===== config.mk =====
export PLATFORM = sky130hd
export DESIGN_NAME = aes_key_schedule
export DESIGN_NICKNAME = d
export VERILOG_FILES = /design/src/rtl/aes_pkg.sv /design/src/rtl/aes_sub_word.sv /design/src/rtl/aes_key_schedule.sv
export SDC_FILE = /design/constraint.sdc
export NUM_CORES = 2
export LEC_CHECK = 0
export ABC_AREA = 0
export BUFFER_PORTS_ARGS = -buffer_cell sky130_fd_sc_hd__clkbuf_2
export CAP_MARGIN = 0
export CORE_MARGIN = 2
export CORE_UTILIZATION = 35
export DETAILED_ROUTE_END_ITERATION = 16
export SYNTH_ARGS = -nofsm -noshare
export SYNTH_HDL_FRONTEND = slang
export SYNTH_SLANG_ARGS = --single-unit

===== constraint.sdc =====
create_clock -name clk -period 8.9 [get_ports clk]
set_input_delay 1.335 -clock clk [delete_from_list [all_inputs] [get_ports clk]]
set_output_delay 1.335 -clock clk [all_outputs]
set_load 0.005 [all_outputs]

===== src/rtl/aes_pkg.sv =====
// Shared AES key-schedule definitions: key length encodings,
// FSM states, S-box, Rcon and Nk lookups.
package aes_pkg;

    typedef enum logic [1:0] {
        KL_128 = 2'd0,
        KL_192 = 2'd1,
        KL_256 = 2'd2,
        KL_BAD = 2'd3
    } key_len_e;

    typedef enum logic {
        ST_IDLE,
        ST_EXPAND
    } state_e;

    // Forward S-box, entry 0x00 in the top byte.
    localparam logic [2047:0] SBOX_TAB = {
        128'h637c777bf26b6fc53001672bfed7ab76,
        128'hca82c97dfa5947f0add4a2af9ca472c0,
        128'hb7fd9326363ff7cc34a5e5f171d83115,
        128'h04c723c31896059a071280e2eb27b275,
        128'h09832c1a1b6e5aa0523bd6b329e32f84,
        128'h53d100ed20fcb15b6acbbe394a4c58cf,
        128'hd0efaafb434d338545f9027f503c9fa8,
        128'h51a3408f929d38f5bcb6da2110fff3d2,
        128'hcd0c13ec5f974417c4a77e3d645d1973,
        128'h60814fdc222a908846eeb814de5e0bdb,
        128'he0323a0a4906245cc2d3ac629195e479,
        128'he7c8376d8dd54ea96c56f4ea657aae08,
        128'hba78252e1ca6b4c6e8dd741f4bbd8b8a,
        128'h703eb5664803f60e613557b986c11d9e,
        128'he1f8981169d98e949b1e87e9ce5528df,
        128'h8ca1890dbfe6426841992d0fb054bb16
    };

    function automatic logic [7:0] sbox(input logic [7:0] b);
        return SBOX_TAB[2047 - 8 * int'(b) -: 8];
    endfunction

    function automatic logic [7:0] rcon(input logic [3:0] idx);
        logic [7:0] r;
        r = 8'h00;
        case (idx)
            4'd1:    r = 8'h01;
            4'd2:    r = 8'h02;
            4'd3:    r = 8'h04;
            4'd4:    r = 8'h08;
            4'd5:    r = 8'h10;
            4'd6:    r = 8'h20;
            4'd7:    r = 8'h40;
            4'd8:    r = 8'h80;
            4'd9:    r = 8'h1b;
            4'd10:   r = 8'h36;
            default: r = 8'h00;
        endcase
        return r;
    endfunction

    // Nk in words; 0 for the illegal encoding.
    function automatic logic [3:0] nk_of(input logic [1:0] kl);
        logic [3:0] n;
        n = 4'd0;
        case (kl)
            KL_128:  n = 4'd4;
            KL_192:  n = 4'd6;
            KL_256:  n = 4'd8;
            default: n = 4'd0;
        endcase
        return n;
    endfunction

    function automatic logic [3:0] nr_of(input logic [3:0] nk);
        return nk + 4'd6;
    endfunction

endpackage


===== src/rtl/aes_sub_word.sv =====
// SubWord: forward S-box applied to each byte of a word.
// Ports: i_word (32b in), o_word (32b substituted out).
module aes_sub_word
    import aes_pkg::*;
(
    input  logic [31:0] i_word,
    output logic [31:0] o_word
);

    assign o_word = {
        sbox(i_word[31:24]),
        sbox(i_word[23:16]),
        sbox(i_word[15:8]),
        sbox(i_word[7:0])
    };

endmodule


===== src/rtl/aes_key_schedule.sv =====
// Iterative AES-128/192/256 key expander: one word per clock
// into a word store, round keys served combinationally by index.
// Ports: clk, rst (sync high); start/key_len/key request;
// busy/done/err status; key_ready/num_rounds describe the held
// schedule; rk_addr selects, rk_data returns a 128b round key.
module aes_key_schedule
    import aes_pkg::*;
#(
    parameter int MAX_NK = 8
)(
    input  logic         clk,
    input  logic         rst,
    input  logic         start,
    input  logic [1:0]   key_len,
    input  logic [255:0] key,
    output logic         busy,
    output logic         done,
    output logic         err,
    output logic         key_ready,
    output logic [3:0]   num_rounds,
    input  logic [3:0]   rk_addr,
    output logic [127:0] rk_data
);

    localparam int DEPTH = 4 * (MAX_NK + 7);
    localparam int AW    = $clog2(DEPTH);

    logic [31:0]   r_store [DEPTH];
    state_e        r_state;
    state_e        w_state_nxt;
    logic [3:0]    r_nk;
    logic [3:0]    r_nr;
    logic [3:0]    r_wrap;
    logic [3:0]    r_rc_idx;
    logic [AW-1:0] r_i;
    logic [AW-1:0] r_last;
    logic          r_done;
    logic          r_err;
    logic          r_ready;

    logic [3:0]    w_nk_req;
    logic          w_ok;
    logic          w_accept;
    logic          w_reject;
    logic          w_last;
    logic [3:0]    w_nk_gap;
    logic [8:0]    w_shamt;
    logic [255:0]  w_key_al;
    logic [AW-1:0] w_last_req;
    logic [31:0]   w_prev;
    logic [31:0]   w_back;
    logic [31:0]   w_rot;
    logic [31:0]   w_sub_in;
    logic [31:0]   w_sub_out;
    logic [31:0]   w_temp;
    logic [31:0]   w_new;
    logic          w_rc_step;
    logic          w_sub_only;
    logic [AW-1:0] w_idx;

    assign w_nk_req = nk_of(key_len);
    assign w_ok     = (key_len != KL_BAD)
                   && (int'(w_nk_req) <= MAX_NK);

    // Left-align the active key so w[j] is a fixed slice.
    assign w_nk_gap = 4'd8 - w_nk_req;
    assign w_shamt  = {w_nk_gap, 5'b0};
    assign w_key_al = key << w_shamt;

    // T-1 = 4*Nk + 27
    assign w_last_req = AW'({w_nk_req, 2'b00}) + AW'(27);

    always_comb begin
        w_state_nxt = r_state;
        w_accept    = 1'b0;
        w_reject    = 1'b0;
        w_last      = 1'b0;
        unique case (r_state)
            ST_IDLE: begin
                if (start) begin
                    if (w_ok) begin
                        w_accept    = 1'b1;
                        w_state_nxt = ST_EXPAND;
                    end else begin
                        w_reject = 1'b1;
                    end
                end
            end
            ST_EXPAND: begin
                if (r_i == r_last) begin
                    w_last      = 1'b1;
                    w_state_nxt = ST_IDLE;
                end
            end
        endcase
    end

    always_ff @(posedge clk) begin
        if (rst) r_state <= ST_IDLE;
        else     r_state <= w_state_nxt;
    end

    // Expansion step for w[i].
    assign w_prev = r_store[r_i - AW'(1)];
    assign w_back = r_store[r_i - AW'(r_nk)];
    assign w_rot  = {w_prev[23:0], w_prev[31:24]};

    assign w_rc_step  = (r_wrap == 4'd0);
    assign w_sub_only = (r_nk == 4'd8) && (r_wrap == 4'd4);
    assign w_sub_in   = w_rc_step ? w_rot : w_prev;

    aes_sub_word u_sub (
        .i_word (w_sub_in),
        .o_word (w_sub_out)
    );

    always_comb begin
        w_temp = w_prev;
        unique case (1'b1)
            w_rc_step:
                w_temp = w_sub_out
                       ^ {rcon(r_rc_idx), 24'h0};
            w_sub_only:
                w_temp = w_sub_out;
            default:
                w_temp = w_prev;
        endcase
    end

    assign w_new = w_back ^ w_temp;

    // Word store carries no reset.
    always_ff @(posedge clk) begin
        if (w_accept) begin
            for (int j = 0; j < MAX_NK; j++) begin
                if (j < int'(w_nk_req))
                    r_store[j] <= w_key_al[255-32*j -: 32];
            end
        end else if (r_state == ST_EXPAND) begin
            r_store[r_i] <= w_new;
        end
    end

    always_ff @(posedge clk) begin
        if (rst) begin
            r_done   <= 1'b0;
            r_err    <= 1'b0;
            r_ready  <= 1'b0;
            r_nr     <= 4'd0;
            r_nk     <= 4'd0;
            r_i      <= '0;
            r_last   <= '0;
            r_wrap   <= 4'd0;
            r_rc_idx <= 4'd0;
        end else begin
            r_done <= w_last;
            r_err  <= w_reject;
            if (w_accept) begin
                r_ready  <= 1'b0;
                r_nr     <= 4'd0;
                r_nk     <= w_nk_req;
                r_i      <= AW'(w_nk_req);
                r_last   <= w_last_req;
                r_wrap   <= 4'd0;
                r_rc_idx <= 4'd1;
            end else if (r_state == ST_EXPAND) begin
                r_i <= r_i + AW'(1);
                // r_wrap = i mod Nk, r_rc_idx = i / Nk
                if (r_wrap == r_nk - 4'd1) r_wrap <= 4'd0;
                else                       r_wrap <= r_wrap + 4'd1;
                if (w_rc_step) r_rc_idx <= r_rc_idx + 4'd1;
                if (w_last) begin
                    r_ready <= 1'b1;
                    r_nr    <= nr_of(r_nk);
                end
            end
        end
    end

    assign busy       = (r_state == ST_EXPAND);
    assign done       = r_done;
    assign err        = r_err;
    assign key_ready  = r_ready;
    assign num_rounds = r_nr;

    always_comb begin
        rk_data = '0;
        w_idx   = '0;
        if (r_ready && (rk_addr <= r_nr)) begin
            for (int k = 0; k < 4; k++) begin
                w_idx = AW'({rk_addr, 2'b00}) + AW'(k);
                rk_data[127-32*k -: 32] = r_store[w_idx];
            end
        end
    end

endmodule


### After elaboration in Yosys (flattened, before gate mapping)

Memory sizes are Yosys's and may differ from the RTL's.
Cells that the tools add are included.

* flip-flop bits (word level): 32
* RAM bits: 1920
* memory bits (read-only): 128
* input bits: 265
* output and inout bits: 136
* logic and storage cells: 118
* memories: 2

Memories
* r_store: words 60, width 32, read ports 6, clocked after Yosys merged registers in 0, wr ports 8, line aes_key_schedule.sv:28 `logic [31:0] r_store [DEPTH];`
* (name not given): words 16, width 8, read ports 1, clocked after Yosys merged registers in 0, wr ports 0, line aes_pkg.sv:44 `case (idx)`

* $add $sub $neg: 16
* magnitude comparators: 10
* eq/ne operators: 7
* shifts and indexed selects: 5
* mux-type cells: 49
* bitwise gates (word level): 4
* reduce and logical (&&, ||, !) cells: 13

Operators with widths (number)
* variable part select 2055 x 32 -> 8 bit, first input constant: 4
* left shift 256 x 9 -> 256 bit: 1
* 2-to-1 mux 128 bit: 1
* 2-to-1 mux 32 bit: 2
* case mux 32 bit (2 select lines): 1
* XOR 32 bit: 2
* subtractor 11 x 11 -> 12 bit, first input constant: 4
* 2-to-1 mux 1 bit: 38
* OR reduction 32 bit: 1
* < comparator 3 x 4 -> 1 bit, first input constant: 4
* adder 6 x 1 -> 6 bit, second input constant: 2
* adder 6 x 2 -> 6 bit, second input constant: 2
* 2-to-1 mux 4 bit: 3
* case mux 4 bit (3 select lines): 1
* adder 4 x 1 -> 4 bit, second input constant: 2
* < comparator 1 x 4 -> 1 bit, first input constant: 2
* < comparator 2 x 4 -> 1 bit, first input constant: 2
* 2-to-1 mux 8 bit: 1
* adder 6 x 5 -> 6 bit, second input constant: 1
* == test 6 bit: 1
* 2-to-1 mux 6 bit: 1
* AND reduction 2 bit: 3
* subtractor 6 x 1 -> 6 bit, second input constant: 1
* subtractor 6 x 4 -> 6 bit: 1
* 19 further kinds: 23

### Depth between registers and ports, before layout

* word-level depth: 11
* mapped depth: 37
* depth with buffers taken out: 21

### Modules after synthesis

Synthesis repeated with hierarchy kept, for this count alone.

* cells, all modules: 9432
* area total of the unflattened synthesis: 133192.7 um^2

By module, submodules not included
* aes_key_schedule: instances 1, cells each 7293, area an instance 119886.2 um^2, sequential area each 62059.5 um^2
* aes_sub_word: instances 1, cells each 2139, area an instance 13306.5 um^2, sequential area each 0.0 um^2

### Worst setup path before layout

Ideal clock, no wire load.

* kind: register to register
* start point: register r_i[0]
* end point: memory r_store[10][14], data pin
* library setup time: 640 ps
* arrival time: 8576 ps
* required time: 8260 ps
* path slack: -316 ps
* stages on the path, launching flop included: 34
* buffers on the path: 14
* clock period less this slack: 9216 ps
* path through: dfxtp_1 > buf_6 > buf_6 > buf_6 > buf_6 > inv_1 > buf_2 > buf_2 > buf_2 > ha_1 > buf_4 > buf_2 > buf_4 > buf_4 > clkbuf_1 > buf_2 > mux4_2 > mux4_2 > mux2i_1 > mux2i_1 > mux2_2 > inv_2 > ha_1 > clkbuf_1 > nor2_1 > nor2_1 > o21a_1 > o21ai_0 > o211ai_1 > nor3_1 > o31ai_1 > nand2_1 > xor2_1 > o21ai_0

RTL lines
* from (decl): line aes_key_schedule.sv:35 `logic [AW-1:0] r_i;`
* from (signal assigned): line aes_key_schedule.sv:162 `r_i <= AW'(w_nk_req);`
* from (signal assigned): line aes_key_schedule.sv:167 `r_i <= r_i + AW'(1);`
* to (decl): line aes_key_schedule.sv:28

==> metrics.md <==
| Metric | Value |
|---|---|
| Die ar. | `0.3868 mm²` |
| Io pins | `401` |
| Sink Count | `2,076` |
| Hold Path End | `r_nk[2]$_SDFFE_PP0P_` |
| H-tree levels | `4` |
| Failing checks | `capacitance limit, slew limit` |
| Avg Cell Area, Syn | `14.83 µm²` |
| CP endpoint kind | `register` |
| WP data required | `9.36 ns` |
| Fmax | `0.1145 GHz` |
| Power per cell area | `340.5 mW/mm²` |
| CP max FO | `22` |
| FF-to-FF End | `r_store[2][17]$_DFFE_PP_` |
| CTS tree | `done` |
| Sequential fraction of the synthesis area | `0.4644` |
| Core Region | `0.3795 mm²` |
| Flop2flop setup slack | `0.17 ns` |
| Hold Path Class | `reg -> reg` |
| Fillers | `34.61k` |
| Met3 Routed Length | `104,700 µm` |
| Cell Area, Synth | `0.1336 mm²` |
| Total number of vias | `106.5k` |
| Dpl cells | `14.12k` |
| Top cell type's share of synthesized area | `0.4602` |
| Flip-flop and latch count after synthesis | `2,076` |
| DP Area | `0.1441 mm²` |
| Clock-pin slew on the worst setup and hold paths | `0.07 ns` |
| PortBufs | `399` |
| Hold slack | `0.5014 ns` |
| Clk root buf | `clkbuf_16` |
| Lkg Pwr | `48.55 nW` |
| Area Overhead vs Synth | `13.51%` |
| GRT overflow | `0` |
| Clock Path Buffers | `4` |
| Worst r2r path cells | `22` |
| Actual slew at the worst max-slew pin | `1.599 ns` |
| Critical setup path kind | `reg -> reg` |
| NumNets Final | `9,678` |
| Worst VDD drop | `0.3332 mV` |
| M1 wire length | `228,000 µm` |
| Drt pass-1 iters | `10` |
| Height of the die | `621.9 µm` |
| R2r startpoint | `r_i[0]$_SDFFE_PP0P_` |
| Initial antenna violation count | `69` |
| First DRT Iteration DRCs | `20.81k` |
| Finished layout cell area | `0.1517 mm²` |
| Routability cong. | `1.032` |
| Final ANT Viol Nets | `0` |
| Hpwl dp | `450,200 µm` |
| Met2 routed WL | `279,000 µm` |
| Post-synth EDFFs | `2,048` |
| Post-synth top area cell | `edfxtp_1` |
| Die width | `621.9 µm` |
| Worst Skew | `0.08125 ns` |
| MaxCap Viol Count | `2` |
| WHS Path Cells | `2` |
| Number of setup violations in the final report | `0` |
| Initial core utilization | `0.3522` |
| WL final | `664,600 µm` |
| Wire per inst | `45.59 µm` |
| Slew HR | `-0.07530` |
| Distinct cells, synth | `110` |
| RSZ-0062 raised after global routing | `false` |
| Top layer in use | `met5` |
| Status | `complete, but fails checks` |
| Pin count of the biggest net entering global routing | `168` |
| Vias in the first global route | `99.81k` |
| Crit path from | `r_i[0]$_SDFFE_PP0P_` |
| Final hold viol count | `0` |
| Hold buffer count at CTS | `0` |
| Mapped Nets | `9,351` |
| Primary FF master, synth | `edfxtp_1` |
| Post-CTS Setup Repair Bufs | `0` |
| Slew Limit Fails | `5` |
| Standard-cell row count | `226` |
| Final Instance Count excl. Fillers | `14.58k` |
| CP max-delay cell | `nor2_2` |
| Design Power | `51.65 mW` |
| Post-route minimum period | `8.734 ns` |
| Crit-path max cell delay | `0.81 ns` |
| All-layer global routing usage | `0.3335` |
| Startpoint class of the critical path | `register` |
| Cells after Synth | `9,009` |
| Worst-Skew Late Latency | `0.95 ns` |
| First-pass GRT wire length | `891,500 µm` |
| CTS Buf Count | `226` |
| DRC errors left | `0` |
| FFs w/ async S/R, synth | `0` |
| Worst path cell trace | `or4_4 > nand2_8 > nor2_2 > buf_4 > a32oi_1 > a32o_1 > mux2_2 > inv_2 > ha_1 > buf_12 > nor2_1 > buf_4 > o311ai_0 > o31ai_1 > a21oi_1 > a211oi_1 > buf_4 > o41ai_1 > buf_4 > xnor2_2 > nand2_1 > o31ai_1` |
| Synth top area cells | `edfxtp_1 46%, mux4_2 30%, mux2i_1 2.7%, nand2_1 1.9%, o21ai_0 1.3%` |
| Hold path startpoint | `r_nk[2]$_SDFFE_PP0P_` |
| Share of layout cells above drive strength 1 | `0.3617` |
| Fin crit share | `0.9813` |
| Fin Setup TNS | `0 ns` |
| Post_cts resized | `0` |
| Worst path arrival time | `9.20 ns` |
| Number of vias per cell | `7.306` |
| CP most frequent cell | `buf_4` |
| Ys Warns | `0` |
-- layout by cell type (no fill, tap or decap), types with 77 or more instances in the layout --
cell / n
edfxtp_1: 2048
o21ai_0: 349
o21ai_1: 79
clkbuf_16: 229
mux4_2: 1809
o211ai_1: 77
nor2_1: 351
nor3_1: 131
nand3_1: 165
clkbuf_2: 395
a31oi_1: 80
a211oi_1: 216
nor2b_1: 221
buf_4: 538
inv_1: 79
mux2i_1: 354
a21oi_1: 288
nand2_1: 646
-- logic make-up (layout without fill, tap and decap cells) --
group / count (synthesis) / in the layout / share of synthesized area
buffers and inverters: 1004 / 1514 / 0.03547
XOR/XNOR: 71 / 71 / 0.005102
AND/OR/NAND/NOR: 1856 / 1856 / 0.06450
AO/OA/AOI/OAI: 1681 / 1681 / 0.08472
multiplexers: 2243 / 2243 / 0.3385
flip-flops: 2076 / 2076 / 0.4644
adder cells (fa/ha/maj): 77 / 77 / 0.007265
other: 1 / 43 / 0.00002806
-- through the flow --
step / worst slack (ns) / util
6_report: 0.1663 / 0.3997
5_1_grt: 0.08763 / 0.3995
4_1_cts: 0.4938 / 0.3994
3_5_place_dp: 0.5311 / 0.3797
3_3_place_gp: 0.4744 / 0.3797
2_1_floorplan: 0.1516 / -
-- registers in the layout, summed over array words and instances (netlist names) --
signal      flops
busy            1
r_store      2048
done            1
r_last          4
err             1
r_rc_idx        4
r_i             6
r_wrap          4
key_ready       1
r_nk            3
num_rounds      3
-- layout make-up --
| class | count | area [µm²] | area share |
|---|---|---|---|
| repair buffers | 1011 | 7553 | 0.04979 |
| well taps | 5016 | 6276 | 0.04137 |
| diodes | 42 | 105.1 | 0.0006929 |
| multi-input cells | 5929 | 67840 | 0.4472 |
| clock inverters | 145 | 1622 | 0.01069 |
| clock buffers | 266 | 5879 | 0.03876 |
| flip-flops and latches | 2076 | 62070 | 0.4092 |
| inverters | 92 | 347.8 | 0.002293 |
-- critical path: cells and delay by family (launching register included) --
family | cells | cell delay [ns]
AND/OR/NAND/NOR | 5 | 1.91
buffers and inverters | 6 | 1.50
multiplexers | 1 | 0.54
flip-flops | 1 | 0.67
adder cells (fa/ha/maj) | 1 | 0.59
AO/OA/AOI/OAI | 8 | 2.60
XOR/XNOR | 1 | 0.39
-- cell usage after synthesis (all sizes together) (167+ instances only) --
cell    count
a211oi    223
a21oi     291
buf       442
clkbuf    470
edfxtp   2048
mux2i     363
mux4     1813
nand2     663
nand3     167
nor2      419
nor2b     222
o21ai     433
-- where the power goes --
group / internal (mW) / switching [mW]
registers: 16.2 / 0.167
clock network: 5.62 / 4.16
logic: 7.52 / 18.0
-- worst max-delay path by stage --
stage	cells after the start	slack, ns	to
after floorplan	30	0.15	r_store[10][17]$_DFFE_PP_
after global placement	20	0.47	r_store[51][24]$_DFFE_PP_
after detailed placement	22	0.53	r_store[62][24]$_DFFE_PP_
after CTS	20	0.49	r_store[54][24]$_DFFE_PP_
after global routing	14	0.09	r_store[26][4]$_DFFE_PP_
final	22	0.17	r_store[2][17]$_DFFE_PP_
-- layer usage --
metal | track usage | vias to the layer above
met2 | 0.4758 | 10830
met4 | 0.2143 | 30
met1 | 0.4160 | 54990
met3 | 0.1389 | 2083
li1 | - | 38560
met5 | 0.0006174 | -
Power figures use the tool's default switching activity.
